**src/rtl/ifetch_ctrl.sv**
```systemverilog
// Instruction fetch controller: drives the external pc register, issues one
// memory read at a time and holds the fetched word until decode accepts it.
module ifetch_ctrl #(
  parameter logic [31:0] PC_INC   = 32'd4,
  parameter logic [31:0] NOP_WORD = 32'h00000000
) (
  input  logic        Clk,
  input  logic        Reset,
  input  logic [31:0] PcIn,
  output logic [31:0] PcNext,
  output logic        PcLdEn,
  output logic        IMemReq,
  output logic [31:0] IMemAddr,
  input  logic        IMemAck,
  input  logic [31:0] IMemRdata,
  output logic [31:0] Instr,
  output logic [31:0] InstrPc,
  output logic        InstrValid,
  input  logic        InstrReady,
  input  logic        Redirect,
  input  logic [31:0] RedirectAddr
);

  // state | meaning
  // IDLE  | out of reset, no request yet
  // REQ   | read outstanding at req_addr_q
  // HOLD  | fetched word presented to decode
  localparam logic [1:0] IDLE = 2'd0;
  localparam logic [1:0] REQ  = 2'd1;
  localparam logic [1:0] HOLD = 2'd2;

  logic [1:0]  state_q, state_d;
  logic        squash_q, squash_d;
  logic [31:0] req_addr_q, req_addr_d;
  logic [31:0] instr_q, instr_d;
  logic [31:0] instr_pc_q, instr_pc_d;
  logic        instr_valid_q, instr_valid_d;
  logic        enter_req;

  assign PcNext = Redirect ? RedirectAddr : (PcIn + PC_INC);
  assign PcLdEn = !Reset && (Redirect || (state_q == REQ && IMemAck && !squash_q));

  assign IMemReq    = (state_q == REQ);
  assign IMemAddr   = {req_addr_q[31:2], 2'b00};
  assign Instr      = instr_q;
  assign InstrPc    = instr_pc_q;
  assign InstrValid = instr_valid_q;

  always_comb begin
    state_d       = state_q;
    squash_d      = squash_q;
    req_addr_d    = req_addr_q;
    instr_d       = instr_q;
    instr_pc_d    = instr_pc_q;
    instr_valid_d = instr_valid_q;
    enter_req     = 1'b0;
    case (state_q)
      IDLE: begin
        state_d   = REQ;
        enter_req = 1'b1;
      end
      REQ: begin
        if (IMemAck) begin
          if (!squash_q && !Redirect) begin
            instr_d       = IMemRdata;
            instr_pc_d    = req_addr_q;
            instr_valid_d = 1'b1;
            state_d       = HOLD;
          end else begin
            // stale data: refetch from the corrected PC
            squash_d  = 1'b0;
            enter_req = 1'b1;
          end
        end else if (Redirect) begin
          squash_d = 1'b1;
        end
      end
      HOLD: begin
        if (Redirect || InstrReady) begin
          instr_valid_d = 1'b0;
          state_d       = REQ;
          enter_req     = 1'b1;
        end
      end
      default: state_d = IDLE;
    endcase
    if (enter_req) req_addr_d = PcLdEn ? PcNext : PcIn;
  end

  always_ff @(posedge Clk) begin
    if (Reset) begin
      state_q       <= IDLE;
      squash_q      <= 1'b0;
      req_addr_q    <= 32'd0;
      instr_q       <= NOP_WORD;
      instr_pc_q    <= 32'd0;
      instr_valid_q <= 1'b0;
    end else begin
      state_q       <= state_d;
      squash_q      <= squash_d;
      req_addr_q    <= req_addr_d;
      instr_q       <= instr_d;
      instr_pc_q    <= instr_pc_d;
      instr_valid_q <= instr_valid_d;
    end
  end

endmodule

```
**config.mk**
```make
export PLATFORM = sky130hd
export DESIGN_NAME = ifetch_ctrl
export DESIGN_NICKNAME = d
export VERILOG_FILES = /design/src/rtl/ifetch_ctrl.sv
export SDC_FILE = /design/constraint.sdc
export NUM_CORES = 1
export LEC_CHECK = 0
export ABC_AREA = 0
export CORE_MARGIN = 5
export CORE_UTILIZATION = 45
export DETAILED_ROUTE_END_ITERATION = 16
export GPL_ROUTABILITY_DRIVEN = 1
export GPL_TIMING_DRIVEN = 0
export PLACE_DENSITY = 0.87
export SYNTH_ARGS = -nofsm -noshare
export SYNTH_HDL_FRONTEND = slang
export SYNTH_SLANG_ARGS = --single-unit
```
**constraint.sdc**
```tcl
create_clock -name Clk -period 4 [get_ports Clk]
set_clock_uncertainty 0.2 [all_clocks]
set_input_delay 0.8 -clock Clk [delete_from_list [all_inputs] [get_ports Clk]]
set_output_delay 0.8 -clock Clk [all_outputs]
set_load 0.01 [all_outputs]
```
==> metrics.md, run 1 <==
| Metric | Value |
|---|---|
| Status | `finished, final reports clean` |
| Layout area overhead | `58.2%` |
| Gpl congestion | `~0.96` |
| NumNets Final | `1005` |
| CTS max path bufs | `2` |
| Setup TNS | `0 ns` |
| CTS sink count | `100` |
| Worst Setup Path Type | `in2out` |
| Post-DR wirelength/cell | `18.0 µm` |
| Final Hold Viols | `0` |
| Cell types occupying the most area after synthesis | `dfxtp_1, nand2_1, a21oi_1` |
| Register area share after synthesis | `0.407` |
| Critical path's slowest cell | `clkdlybuf4s50_1` |
| Worst path most repeated cell | `clkdlybuf4s50_1` |
| Peak Freq | `approximately 0.25 GHz` |
| Placed insts | `around 1000` |
| Routed WL | `between 15 and 20 mm` |
| # DRC | `0` |
| CTS tree | `done` |
| Core Region | `around 11000 µm²` |
| Initial Utilization | `0.455` |
| Port Buf Inserts | `227` |
| Sequential share of power | `0.452` |
| Root buffer cell | `clkbuf_8` |
| Total number of vias | `about 5800` |
| Antenna Violating Nets Remaining | `0` |
| Gr usage total | `0.277` |
| Max_cap viols | `0` |
| FF+latch count, synth | `100` |
| YS warnings | `0` |
| Post-Place Worst Slack | `-0.642 ns` |
| Final Critical Period | `around 4.0 ns` |
| Logic pwr share | `0.259` |
| Non-filler instance count after layout | `roughly 1000` |
| Post-Synthesis Cells | `660` |
| Hold-fix buffers, CTS | `0` |
| DR top layer | `met4` |
| Met2 wire length | `8.90 mm` |
| Die area | `13100 µm²` |
| Rows | `38` |
| Hold WS | `roughly 0.26 ns` |
| Die W | `115 µm` |
| Initial antenna violation count | `1` |
| Clock-pin slew on the worst setup and hold paths | `around 0.1 ns` |
| Worst-Skew Late Latency | `0.37 ns` |
| Min-delay worst type | `reg2reg` |
| FFs w/ async S/R, synth | `0` |
| Least-Margin Pin Slew | `0.929 ns` |
| Critical Path Fanout Max | `7` |
| Router iterations before antenna repair | `5` |
| Vias in the first global route | `between 5000 and 6000` |
| Fillers | `roughly 880` |
| Total gr overflow | `0` |
| Final setup fails | `0` |
| Net switching power | `~0.00073 W` |
| Pin count of the biggest net entering global routing | `20` |
| Netlist cell types | `between 50 and 60` |
| H-Tree Depth | `3` |
| Share of layout cells above drive strength 1 | `0.106` |
| Yosys top cell area share | `0.407` |
| Post-placement cell area | `7370 µm²` |
| Initial drt markers | `between 400 and 500` |
| Synth Flop Type | `dfxtp_1` |
| Critical Path Max Stage Delay | `~0.57 ns` |
| Crit end category | `output pin` |
| Peak VDD IR | `around 0.23 mV` |
| Syn_area_per_cell | `7.45 µm²` |
| Max-slew violation count | `0` |
| Pwr Density | `310 nW/µm²` |
| Total CTS buffers | `9` |
| Post-DR vias/cell | `approximately 5.5` |
| Crit path cell chain | `clkdlybuf4s50_1 > nand3_2 > nor3_4 > buf_4 > nand3_1 > xor2_1 > o21ai_0 > clkdlybuf4s50_1` |
| Hpwl dp | `14.0 mm` |
| Post-synth design cell area | `approximately 5000 µm²` |
| I/O pins | `between 200 and 250` |
| Crit path DAT | `around 3.0 ns` |
| Area of the multi-input gates | `~2600 µm²` |
| Met3 WL | `roughly 1.9 mm` |
| Final Cycle Share | `0.989` |
| Internal power | `0.00168 W` |
| Clk network pwr share | `0.289` |
| Fin area | `roughly 7800 µm²` |
| Register Area | `~2000 µm²` |
| Leak | `between 2 and 3 nW` |
| EDFF count, synth | `0` |
| Critical Path Source Type | `primary input` |
| Crit path required time | `3.00 ns` |
| Most frequent cell after synthesis | `nand2_1` |
| Die height | `between 100 and 150 µm` |
| Post-synth top cells | `nand2_1, dfxtp_1, a21oi_1` |
| Max transition margin | `0.379` |
| Global-route wire length before repair | `between 20 and 30 mm` |
| Final WS setup | `about 0.045 ns` |
| Wire length on met1 | `roughly 7.4 mm` |
| Switching Share | `0.303` |
| Area leader, netlist | `dfxtp_1` |
what timing repair did:
action / 4_1_cts / 5_1_grt
endpoints found under the setup margin: 22 / 18
pin swaps: 4 / 2
gates resized for setup: 34 / 29
buffers inserted: 3 / 2
endpoints found under the hold margin: 0 / 0
worst paths after layout:
path	startpoint	end	slack, ns	cells after the start
max	PcIn[15]	PcNext[24]	0.04	8
min	InstrPc[29]	InstrPc[29]	0.26	2
max reg2reg	state_q[0]	req_addr_q[27]	1.22	6
min reg2reg	InstrPc[29]	InstrPc[29]	0.26	2
metal layers:
| layer | vias up | global-route usage |
|---|---|---|
| met5 | - | 0 |
| met4 | 0 | 0.124 |
| met3 | 54 | 0.0608 |
| met2 | 357 | 0.461 |
| met1 | 2615 | 0.340 |
| li1 | 2725 | - |
power groups by stage:
stage	clock network [W]	logic [W]	registers (W)
finish	0.000695	0.000624	0.00109
global route	0.000745	0.000671	0.00110
CTS	0.000709	0.000614	0.00109
detailed placement	0	0.000607	0.00111
global placement	0	0.000601	0.00111
floorplan	0	0.000265	0.00111
flip-flops by register name, indices dropped and copies added, names as in the netlist:
name and cells:
req_addr_q 32, squash_q 1, Instr 32, state_q 2, InstrValid 1, InstrPc 32
per-stage QoR:
| step | util | total power (W) |
|---|---|---|
| 2_1_floorplan | - | 0.00137 |
| 3_3_place_gp | 0.683 | 0.00171 |
| 3_5_place_dp | 0.683 | 0.00172 |
| 4_1_cts | 0.714 | 0.00241 |
| 5_1_grt | 0.721 | 0.00251 |
| 6_report | 0.721 | 0.00241 |
layout make-up:
cell class              instances  share of cell area
multi-input cells             479               0.339
clock inverters                 7              0.0117
repair buffers                232               0.297
well taps                     140              0.0225
diodes                          1            0.000322
clock buffers                   9              0.0159
flip-flops and latches        100               0.257
plain buffers                  74              0.0523
inverters                       7             0.00338
cells in the final DEF (no fill, tap or decap), types with 5 or more instances in the layout:
| cell | netlist | layout |
|---|---|---|
| buf_1 | 5 | 5 |
| clkdlybuf4s50_1 | 0 | 202 |
| or3_1 | 5 | 5 |
| clkbuf_8 | 0 | 9 |
| nand2_1 | 177 | 176 |
| o21ai_0 | 28 | 28 |
| a311oi_1 | 7 | 7 |
| mux2_2 | 6 | 6 |
| a21oi_1 | 99 | 99 |
| xor2_1 | 13 | 13 |
| buf_2 | 5 | 5 |
| dlygate4sd2_1 | 0 | 7 |
| dfxtp_1 | 100 | 100 |
| clkbuf_2 | 0 | 6 |
| nand3_1 | 16 | 11 |
| buf_4 | 32 | 37 |
| a22oi_1 | 5 | 5 |
| xnor2_1 | 8 | 8 |
| nand4_1 | 11 | 11 |
| inv_1 | 6 | 5 |
| dlymetal6s2s_1 | 0 | 13 |
| clkbuf_1 | 33 | 30 |
| nor2_1 | 31 | 30 |
| and3_1 | 7 | 7 |
critical path, delay by kind of cell:
family | cells | cell delay, ns
buffers and inverters | 3 | 1.30
and+or+nand+nor | 3 | 0.52
AOI/OAI and AO/OA | 1 | 0.18
xor gates and xnor gates | 1 | 0.15
kinds of logic (layout without fill, tap and decap cells):
| group | count (synthesis) | after routing | share of synthesized area |
|---|---|---|---|
| AOI/OAI and AO/OA | 174 | 174 | 0.208 |
| xor gates and xnor gates | 21 | 21 | 0.0374 |
| adders and majority gates | 1 | 1 | 0.00254 |
| buffers and inverters | 82 | 329 | 0.0883 |
| DFF | 100 | 100 | 0.407 |
| muxes | 6 | 6 | 0.0137 |
| other | 1 | 3 | 0.000763 |
| and+or+nand+nor | 275 | 275 | 0.242 |
No activity file was read; power rests on OpenSTA's default activity.
==> run 2: changes to the inputs <==
==> constraint.sdc (replaced) <==
create_clock -name Clk -period 4 [get_ports Clk]
set_clock_uncertainty 0.2 [all_clocks]
set_input_delay 0.8 -clock Clk [delete_from_list [all_inputs] [get_ports Clk]]
set_output_delay 0.8 -clock Clk [all_outputs]
set_load 0.1 [all_outputs]
==> run 2 against run 1 <==
Critical path depth fell by 1. Sequential share of layout area rose by 0.36 points. Via count is 1.1% lower. Combinational power is 84% higher. Total power up 20%. Critical endpoint is now PcNext[17]. Clock power decreased by 7.2%. Cell count fell by 0.19%. Clock-buffer cell count grew 1. Design area is 1.4% lower. Wire length decreased by 2.2%. Sequential power is essentially flat.
==> metrics.md, run 2 (synthesis results as in run 1) <==
| Metric | Value |
|---|---|
| Status | `finished, final reports clean` |
| Setup TNS | `0 ns` |
| Initial Utilization | `0.455` |
| Most frequent cells in the layout | `clkdlybuf4s50_1, nand2_1, dfxtp_1` |
| Worst-case reg-to-reg path depth | `6` |
| Internal power | `roughly 0.0016 W` |
| Gr usage total | `0.272` |
| Port Buf Inserts | `~230` |
| Die height | `115 µm` |
| CTS sink count | `100` |
| Final core occ | `0.711` |
| Post-DR vias/cell | `roughly 5.4` |
| Logic pwr share | `0.398` |
| Worst-Skew Late Latency | `approximately 0.37 ns` |
| Most common cell after layout, fill and taps aside | `clkdlybuf4s50_1` |
| Post-Place Worst Slack | `-1.21 ns` |
| Core Region | `between 10000 and 15000 µm²` |
| Fin area | `~7700 µm²` |
| CTS tree | `done` |
| Critical path origin | `PcIn[8]` |
| Gpl congestion | `0.919` |
| Hold endpoint | `InstrPc[2]` |
| Max transition margin | `0.304` |
| Pin count of the biggest net entering global routing | `19` |
| Rows | `38` |
| Worst Setup Path Type | `in2out` |
| Max_cap viols | `0` |
| Max-slew violation count | `0` |
| Final Power | `~0.0029 W` |
| Reg-to-reg critical path startpoint | `state_q[0]` |
| Hpwl dp | `between 10 and 15 mm` |
| Die area | `approximately 13000 µm²` |
| Routed WL | `roughly 18 mm` |
| Hold path depth | `2` |
| Critical Path Source Type | `primary input` |
| Final WS setup | `roughly 0.074 ns` |
| Router iterations before antenna repair | `6` |
| Total CTS buffers | `9` |
| I/O pins | `approximately 230` |
| Die W | `between 100 and 150 µm` |
| Final setup fails | `0` |
| Vias in the first global route | `around 5500` |
| Crit end category | `output pin` |
| Root buffer cell | `clkbuf_8` |
| Clk network pwr share | `0.224` |
| NumNets Final | `1004` |
| Sequential share of power | `0.378` |
| Share of layout cells above drive strength 1 | `0.139` |
| Net switching power | `0.00126 W` |
| FF-to-FF setup slack | `1.10 ns` |
| Worst R2R End | `req_addr_q[11]` |
| Pwr Density | `about 380 nW/µm²` |
| H-Tree Depth | `3` |
| Global-route wire length before repair | `~28 mm` |
| Initial drt markers | `just over 500` |
| Least-Margin Pin Slew | `between 1 and 1.5 ns` |
| # DRC | `0` |
| Layout area overhead | `56.0%` |
| Min-delay worst type | `reg2reg` |
| Peak VDD IR | `around 0.22 mV` |
| Fillers | `between 800 and 900` |
| Final Critical Period | `3.93 ns` |
| Hold Startpoint | `InstrPc[2]` |
| Post-DR wirelength/cell | `between 15 and 20 µm` |
| Clock-pin slew on the worst setup and hold paths | `about 0.11 ns` |
| Antenna Violating Nets Remaining | `0` |
| Switching Share | `0.436` |
| Final Hold Viols | `0` |
| Total gr overflow | `0` |
| # diodes | `0` |
| Critical Path Fanout Max | `7` |
| CTS max path bufs | `2` |
| Crit path required time | `about 3.0 ns` |
| Initial antenna violation count | `0` |
| Peak Freq | `between 0.2 and 0.3 GHz` |
| Final Cycle Share | `0.982` |
| Leak | `around 2.9 nW` |
| Total number of vias | `5689` |
| Post-placement cell area | `approximately 7400 µm²` |
| Crit path DAT | `between 2 and 3 ns` |
run 2: per-stage QoR:
step | hold WS (ns) | instances
detailed placement | 0.246 | 1028
floorplan | 0.232 | 661
finish | 0.259 | 1047
CTS | 0.260 | 1045
global placement | 0.241 | 1028
global route | 0.275 | 1047
run 2: power groups by stage:
stage / Sequential (W) / Combinational, W / Clock (W)
final: 0.00109 / 0.00115 / 0.000645
after floorplan: 0.00123 / 0.000688 / 0
after global placement: 0.00111 / 0.00114 / 0
after CTS: 0.00109 / 0.00114 / 0.000656
after detailed placement: 0.00111 / 0.00115 / 0
after global routing: 0.00109 / 0.00119 / 0.000692
run 2: how the worst max path moves through the flow:
stage / endpoint / depth (start not counted)
3_3_place_gp: PcNext[26] / 8
3_5_place_dp: PcNext[26] / 8
4_1_cts: PcNext[13] / 6
2_1_floorplan: PcNext[5] / 4
6_report: PcNext[17] / 7
5_1_grt: PcNext[19] / 8
run 2: final cells by class:
cell class                 count  area (µm²)  share of cell area
multi-input combinational    479        2620               0.342
timing repair buffer         231        2240               0.292
sequential                   100        2000               0.261
buffer                        74         408              0.0532
tap                          140         175              0.0228
clock buffer                  10         138              0.0179
clock inverter                 6        55.1             0.00718
inverter                       7        26.3             0.00343
run 2: repair_timing:
action | in CTS | in global routing
hold buffers | 0 | 0
endpoints found under the setup margin | 31 | 24
pin swaps | 1 | 3
buffers inserted | 1 | 3
resized for setup | 144 | 32
endpoints found under the hold margin | 0 | 0
run 2: worst max-delay path: stages:
cell and delay [ns]:
clkdlybuf4s50_1 0.61, nand3_2 0.21, or3_1 0.37, buf_2 0.19, o211a_1 0.22, a211o_1 0.28
buf_4 0.24
run 2: routing by layer:
metal  vias up  part of all wire  global-route usage
met4         0             0.028               0.119
met5         -                 0                   0
li1       2710                 -                   -
met3        39              0.10              0.0502
met2       303              0.47               0.451
met1      2637              0.40               0.343
